==> src/rtl/data_memory_pipe.sv <==
// data_memory_pipe
//   Byte-addressed, word-organised data memory with a configurable access
//   latency and valid/ready handshakes on the request and response sides.
//   Supports byte/half/word32/dword loads and stores. Loads are sign- or
//   zero-extended. At most one request is in flight at a time.
//
//   Compile-time option:
//     DMEM_MISALIGN_FAULT_EN  - when defined, a misaligned half/word32/dword
//                               access faults. When undefined, the low
//                               address bits are cleared and the access
//                               completes at the aligned address.
//
// Ports
//   clk, rst        rising-edge clock; asynchronous active-high reset
//   req_valid/ready request handshake
//   req_write       1 = store, 0 = load
//   req_size        00 byte, 01 half, 10 word32, 11 dword (DATA_W = 64 only)
//   req_signed      loads: 1 = sign-extend, 0 = zero-extend
//   address         byte address
//   InData          store data (low bits)
//   resp_valid/ready response handshake
//   outRead         extended load data; 0 for stores and faults
//   fault           out-of-range, illegal-size or misaligned access
module data_memory_pipe #(
    parameter int DATA_W     = 64,
    parameter int DEPTH      = 32,
    parameter int ADDR_W     = 64,
    parameter int LATENCY    = 2,
    parameter int INIT_INDEX = 1
) (
    input  logic              clk,
    input  logic              rst,
    input  logic              req_valid,
    output logic              req_ready,
    input  logic              req_write,
    input  logic [1:0]        req_size,
    input  logic              req_signed,
    input  logic [ADDR_W-1:0] address,
    input  logic [DATA_W-1:0] InData,
    output logic              resp_valid,
    input  logic              resp_ready,
    output logic [DATA_W-1:0] outRead,
    output logic              fault
);
    localparam int         NB        = DATA_W / 8;
    localparam int         B         = $clog2(NB);
    localparam int         IDX_W     = $clog2(DEPTH);
    localparam int         CNT_W     = (LATENCY > 1) ? $clog2(LATENCY) : 1;
    localparam logic [1:0] SIZE_FULL = 2'(B);

    typedef enum logic [1:0] {IDLE, BUSY, RESP} state_t;

    // Byte enables for an access of 2**sz bytes starting at lane ln.
    function automatic logic [NB-1:0] lane_enables(input logic [1:0] sz, input logic [B-1:0] ln);
        logic [NB-1:0] base;
        base = NB'((32'd1 << (32'd1 << sz)) - 32'd1);
        return base << ln;
    endfunction

    // Extend the low 2**sz bytes of w to DATA_W bits.
    function automatic logic [DATA_W-1:0] load_extend(input logic [DATA_W-1:0] w,
                                                      input logic [1:0]        sz,
                                                      input logic              sgn);
        int                       sh;
        logic signed [DATA_W-1:0] t;
        if (sz >= SIZE_FULL) return w;
        sh = DATA_W - (8 << sz);
        t  = signed'(w << sh);
        if (sgn) return $unsigned(t >>> sh);
        return (w << sh) >> sh;
    endfunction

    state_t            state_q, state_d;
    logic [CNT_W-1:0]  cnt_q, cnt_d;
    logic              resp_valid_q, resp_valid_d;
    logic [DATA_W-1:0] out_q, out_d;
    logic              fault_q, fault_d;

    logic              write_q;
    logic [1:0]        size_q;
    logic              signed_q;
    logic [ADDR_W-1:0] addr_q;
    logic [DATA_W-1:0] wdata_q;

    logic              accept;
    logic              mem_we;
    logic [IDX_W-1:0]  idx;
    logic [B-1:0]      lane_raw;
    logic [B-1:0]      lane;
    logic [B-1:0]      size_mask;
    logic              out_of_range;
    logic              bad_size;
    logic              flt;
    logic [NB-1:0]     byte_en;
    logic [DATA_W-1:0] wdata_sh;
    logic [DATA_W-1:0] rd_word;
    logic [DATA_W-1:0] mem_rd [DEPTH];

    assign req_ready  = (state_q == IDLE) && !rst;
    assign accept     = req_valid && req_ready;
    assign resp_valid = resp_valid_q;
    assign outRead    = out_q;
    assign fault      = fault_q;

    assign idx          = addr_q[B +: IDX_W];
    assign lane_raw     = addr_q[B-1:0];
    assign size_mask    = B'((32'd1 << size_q) - 32'd1);
    // Any set bit above the word index is out of range; nothing wraps.
    assign out_of_range = |(addr_q >> (B + IDX_W));
    assign bad_size     = (DATA_W == 32) && (size_q == 2'b11);

`ifdef DMEM_MISALIGN_FAULT_EN
    logic misaligned;
    assign misaligned = |(lane_raw & size_mask);
    assign lane       = lane_raw;
    assign flt        = out_of_range || bad_size || misaligned;
`else
    assign lane       = lane_raw & ~size_mask;
    assign flt        = out_of_range || bad_size;
`endif

    assign byte_en  = lane_enables(size_q, lane);
    assign wdata_sh = wdata_q << {lane, 3'b000};
    assign rd_word  = mem_rd[idx] >> {lane, 3'b000};
    // Commit happens on the BUSY edge with the counter at zero.
    assign mem_we   = (state_q == BUSY) && (cnt_q == '0) && write_q && !flt;

    // Backing array: one register per word, initialised at time zero only.
    for (genvar j = 0; j < DEPTH; j++) begin : g_word
        logic [DATA_W-1:0] word_q = (INIT_INDEX != 0) ? DATA_W'(j) : '0;
        always_ff @(posedge clk) begin
            if (mem_we && (idx == IDX_W'(j))) begin
                for (int k = 0; k < NB; k++) begin
                    if (byte_en[k]) word_q[k*8 +: 8] <= wdata_sh[k*8 +: 8];
                end
            end
        end
        assign mem_rd[j] = word_q;
    end

    // Request capture: data registers, no reset needed.
    always_ff @(posedge clk) begin
        if (accept) begin
            write_q  <= req_write;
            size_q   <= req_size;
            signed_q <= req_signed;
            addr_q   <= address;
            wdata_q  <= InData;
        end
    end

    always_comb begin
        state_d      = state_q;
        cnt_d        = cnt_q;
        resp_valid_d = resp_valid_q;
        out_d        = out_q;
        fault_d      = fault_q;
        case (state_q)
            IDLE: begin
                if (accept) begin
                    state_d = BUSY;
                    cnt_d   = CNT_W'(LATENCY - 1);
                end
            end
            BUSY: begin
                if (cnt_q == '0) begin
                    state_d      = RESP;
                    resp_valid_d = 1'b1;
                    fault_d      = flt;
                    out_d        = (write_q || flt) ? '0 : load_extend(rd_word, size_q, signed_q);
                end else begin
                    cnt_d = cnt_q - 1'b1;
                end
            end
            RESP: begin
                if (resp_ready) begin
                    state_d      = IDLE;
                    resp_valid_d = 1'b0;
                    out_d        = '0;
                    fault_d      = 1'b0;
                end
            end
            default: state_d = IDLE;
        endcase
    end

    always_ff @(posedge clk or posedge rst) begin
        if (rst) begin
            state_q      <= IDLE;
            cnt_q        <= '0;
            resp_valid_q <= 1'b0;
            out_q        <= '0;
            fault_q      <= 1'b0;
        end else begin
            state_q      <= state_d;
            cnt_q        <= cnt_d;
            resp_valid_q <= resp_valid_d;
            out_q        <= out_d;
            fault_q      <= fault_d;
        end
    end
endmodule

==> config.mk <==
export PLATFORM = sky130hd
export DESIGN_NAME = data_memory_pipe
export DESIGN_NICKNAME = d
export VERILOG_FILES = /design/src/rtl/data_memory_pipe.sv
export SDC_FILE = /design/constraint.sdc
export NUM_CORES = 2
export LEC_CHECK = 0
export ABC_AREA = 0
export CAP_MARGIN = 20
export CORE_ASPECT_RATIO = 0.5
export CORE_MARGIN = 2
export CORE_UTILIZATION = 33
export DETAILED_ROUTE_END_ITERATION = 7
export HOLD_SLACK_MARGIN = 0.1
export PLACE_DENSITY_LB_ADDON = 0.2
export SYNTH_ARGS = -nofsm -noshare
export SYNTH_HDL_FRONTEND = slang
export SYNTH_SLANG_ARGS = --single-unit
==> constraint.sdc <==
create_clock -name clk -period 10.4 [get_ports clk]
set_input_delay 2.6 -clock clk [delete_from_list [all_inputs] [get_ports clk]]
set_output_delay 2.6 -clock clk [all_outputs]
set_load 0.01 [all_outputs]
-- After elaboration in Yosys (flattened, before gate mapping)
Cells that the tools add are included.
W data, S select, Z words.
- shifts and indexed selects: 9
- muxes and demuxes: 30
- bitwise gates (word level): 4
- add/subtract/negate cells: 4
- reductions and logical operators: 304
- $lt $le $gt $ge: 2
- equal/unequal tests: 36
- operators with widths (cell ; count):
    $mux W64 ; 9
    $reduce_and A2 Y1 ; 257
    $bmux W64 S5 ; 1
    $pmux W64 S2 ; 1
    $eq A5 B5 Y1 const B ; 16
    $shl A64 B32 Y64 ; 1
    $shl A64 B6 Y64 ; 1
    $shr A64 B32 Y64 ; 1
    $shr A64 B6 Y64 ; 1
    $sshr A64 B32 Y64 ; 1
    $reduce_or A56 Y1 ; 1
    $eq A5 B4 Y1 const B ; 8
    $logic_and A1 B1 Y1 ; 37
    $shl A1 B2 Y32 const A ; 1
    $shl A1 B32 Y8 const A ; 1
    $shl A4 B2 Y32 const A ; 1
    $sub A8 B32 Y32 const A ; 1
    $eq A5 B3 Y1 const B ; 4
    $mux W1 ; 12
    $eq A5 B2 Y1 const B ; 2
    $shl A8 B3 Y8 ; 1
    $sub A8 B1 Y8 const B ; 1
    $ge A6 B6 Y1 const B ; 1
    $mux W2 ; 3
    19 further kinds ; 26
- output and inout bits: 67
- flip-flop bits (word level): 2249
- bits of input ports: 136

-- Longest topological paths before layout
- depth after elaboration: 13
- depth in mapped cells: 20
- mapped depth without buffers: 14

-- Least setup slack after synthesis
No wires, ideal clock.
- path type: input to register
- start point: in rst
- end point: reg addr_q[0] (enable)
- library setup time: 0.508 ns
- stages: 2
- required time: 9.892 ns
- slack: 3.848 ns
- arrival: 6.044 ns
- cell sequence: nor3_1 -> and2_1
- longest elaborated chain between the ends: 3
- RTL lines (what ; line ; text):
    start, declared ; 32 ; input logic rst,
    $logic_not A1 Y1 (no line) ; n/a ;
    $logic_and A1 B1 Y1 ; 99 ; assign req_ready = (state_q == IDLE) && !rst;
    $logic_and A1 B1 Y1 ; 100 ; assign accept = req_valid && req_ready;
    net accept ; 85 ; logic accept;
    end signal, assigned ; 147 ; addr_q <= address;
    end, declared ; 82 ; logic [ADDR_W-1:0] addr_q;
The timed path passes the listed nets, and every way through them passes these cells.
A chain may end at the register's enable or synchronous reset.

-- Worst setup path in the final report
- start point: in rst
- end point: out req_ready
- longest elaborated chain between the ends: 2
- RTL lines (what ; line ; text):
    $logic_not A1 Y1 (no line) ; n/a ;
    $logic_and A1 B1 Y1 ; 99 ;
    end, declared ; 34 ; output logic req_ready,
Every way passes these cells.

==> out/results.ini <==
[die]
die_area_sq_mm = 0.282
die_width_microns = 749
num_io_pins = 203
rows = 136
fp.dieH_microns = 377
core_area_sq_mm = 0.275
start_util = 0.333

[detailed_routing]
drt-initial-drc-count = 8558
dr.pass1.iters = 6
vias = 53300
vias_per_cell = 5.78
drc_errors = 0
wl_microns = 329000
wl_per_cell_microns = 35.7
ant_nets = 0

[clock_tree]
clockRootBuffer = clkbuf_16
cts_tree = built
clockBufferDepth = 4
cts_hold_buf = 0
numCtsBuffers = 206
postCtsSetupRepairBufs = 0
cts.clk_slew.worst_paths_ns = 0.07
htreeDepth = 4
clkLatencyLatePin_ns = 0.93
post_cts_resized = 0
clkSinkCount = 2249

[logic_synthesis]
async_flop_share = 0.0307
synthSimpleGateAreaFrac = 0.0482
yosysTopAreaCellShare = 0.714
synth.area.top_cells = edfxtp_1 (71%), mux4_2 (9.2%), mux2i_1 (4.0%)
synth_edf_count = 2180
syn_area_per_cell_sq_um = 18.0
synth_area_sq_mm = 0.0916
synth-seq-cells = 2249
synth_fa_ha_area_frac = 0.000246
synth_xor_area_frac = 0.0000956
synthCells = 5087
synth_top_area_cell = edfxtp_1
yosysUniqueCellTypes = 93
synth_top_family_by_area = multiplexers
ys.flop_type = edfxtp_1
synth_compound_gate_area_share = 0.0515
synth_common_cells = edfxtp_1 (2180), nor2_1 (406), mux4_2 (375)
synth_mux_area_frac = 0.144
synth_most_common_cell = edfxtp_1
synth_nets = 5224
seq_area_frac_synth = 0.733
ys_warn_count = 0

[power]
power_frac_clock = 0.341
p_int_uw = 15700
p_leak_uw = 0.0344
power_uw = 22100
powerDensity_mw_per_mm2 = 210
swShare = 0.290
ir_drop_v = 0.000181
share_comb_of_total_power = 0.177
p_switching_uw = 6390
power_frac_seq = 0.481

[timing]
worst_pin_slew_ns = 1.32
fmax_mhz = 153
slew_violations = 0
fin_ws_ns = 3.87
hold_ws_ns = 0.485
fin_skew_ns = 0.142
period_share = 0.628
slew_headroom = 0.117
rsz0062_at_grt = no
fin_crit_ns = 6.53
hold_viol = 0
finalSetupViolCount = 0
setup_tns_ns = 0

[min_path]
hp-class = flop to flop

[global_routing]
grt_use_total = 0.228
grt_pass1_vias = 51100
antenna_found_initial = 29
grt_max_degree = 115
grt_pass1_wl_microns = 443000
grt-ovfl-total = 0

[cells_and_area]
syn2layout_area_growth_pct = 14.8
nets = 5527
nFillCells = 25100
drive_above_1_share = 0.182

[critical_path]
cp_max_fo = 2
cp.required_ns = 7.80
cp-start-kind = primary input
endpoint_kind = primary output
critical_path_class = primary input to primary output
critPathArrivalTime_ns = 3.93

[placed_design]
io_buffers = 202
globalplace.congestion = 0.974
hpwl_microns = 219000
place_ws_ns = 3.87

[flow_run]
cap_violations = 0

[status]
outcome = completed

[routing by layer]
layer / share of wire / track usage
met1: 0.42 / 0.332
met2: 0.43 / 0.327
met3: 0.12 / 0.0679
met4: 0.032 / 0.0698
met5: 0.00024 / 0
[worst max-delay path: stages]
cell and delay [ns]:
clkdlybuf4s50_1 0.44, nor3_1 0.29, clkdlybuf4s50_1 0.61
[stage by stage]
stage | instance area (sq um) | utilization | instances
4_1_cts | 104000 | 0.379 | 9161
6_report | 105000 | 0.382 | 9228
5_1_grt | 105000 | 0.381 | 9202
3_5_place_dp | 98000 | 0.356 | 8798
3_3_place_gp | 97900 | 0.355 | 8787
2_1_floorplan | 91600 | - | 5087
[cell families (layout without fill, tap and decap cells)]
logic type,after synthesis,after routing
adder cells (fa/ha/maj),2,2
flip-flops,2249,2249
other,0,26
AO/OA/AOI/OAI,678,678
XOR/XNOR,1,1
buffers and inverters,341,799
AND/OR/NAND/NOR,1022,1022
multiplexers,794,794
[power by group through the flow]
stage / logic (uW) / registers (uW) / clock network (uW)
2_1_floorplan: 1940 / 10800 / 0
3_3_place_gp: 3620 / 10800 / 0
3_5_place_dp: 3710 / 10800 / 0
4_1_cts: 3710 / 10600 / 7650
5_1_grt: 4020 / 10600 / 7980
6_report: 3910 / 10600 / 7530
[layout make-up]
cell class	count	area [sq um]	area share
Antenna cell	26	65.1	0.000619
Clock buffer	247	5350	0.0509
Clock inverter	116	1050	0.0100
Inverter	15	60.1	0.000571
Multi-Input combinational cell	2497	22700	0.215
Sequential cell	2249	67200	0.639
Tap cell	3657	4580	0.0435
Timing Repair Buffer	421	4220	0.0401
[registers in the layout, indices dropped and copies added, names as in the netlist]
register and count:
signed_q 1, state_q 2, wdata_q 64, cnt_q 1, size_q 2, resp_valid 1
g_word.word_q 2048, addr_q 64, outRead 64, write_q 1, fault 1
[final timing paths]
| check | startpoint | end | slack [ns] | cells after the start |
|---|---|---|---|---|
| min | outRead[13] | outRead[13] | 0.49 | 1 |
| max in group asynchronous | rst | outRead[8] | 7.38 | 3 |
| max | rst | req_ready | 3.87 | 3 |
| min in group asynchronous | rst | state_q[1] | 2.37 | 3 |
| max reg2reg | addr_q[5] | outRead[52] | 4.10 | 12 |
| min reg2reg | outRead[13] | outRead[13] | 0.49 | 1 |
[layout by cell type, fill, tap and decap left out, types with 69 or more instances in the layout]
cell type        synthesis  routed
buf_4                   44     172
a22oi_1                 78      78
dfrtp_1                 69      69
clkbuf_16                0     211
o21ai_0                131     113
mux4_2                 375     375
mux2i_1                364     364
edfxtp_1              2180    2180
clkdlybuf4s50_1          0     202
nand3_1                 74      73
a21oi_1                111     110
nand2_1                353     331
nor2_1                 406     384
No activity file was read; power rests on OpenSTA's default activity.
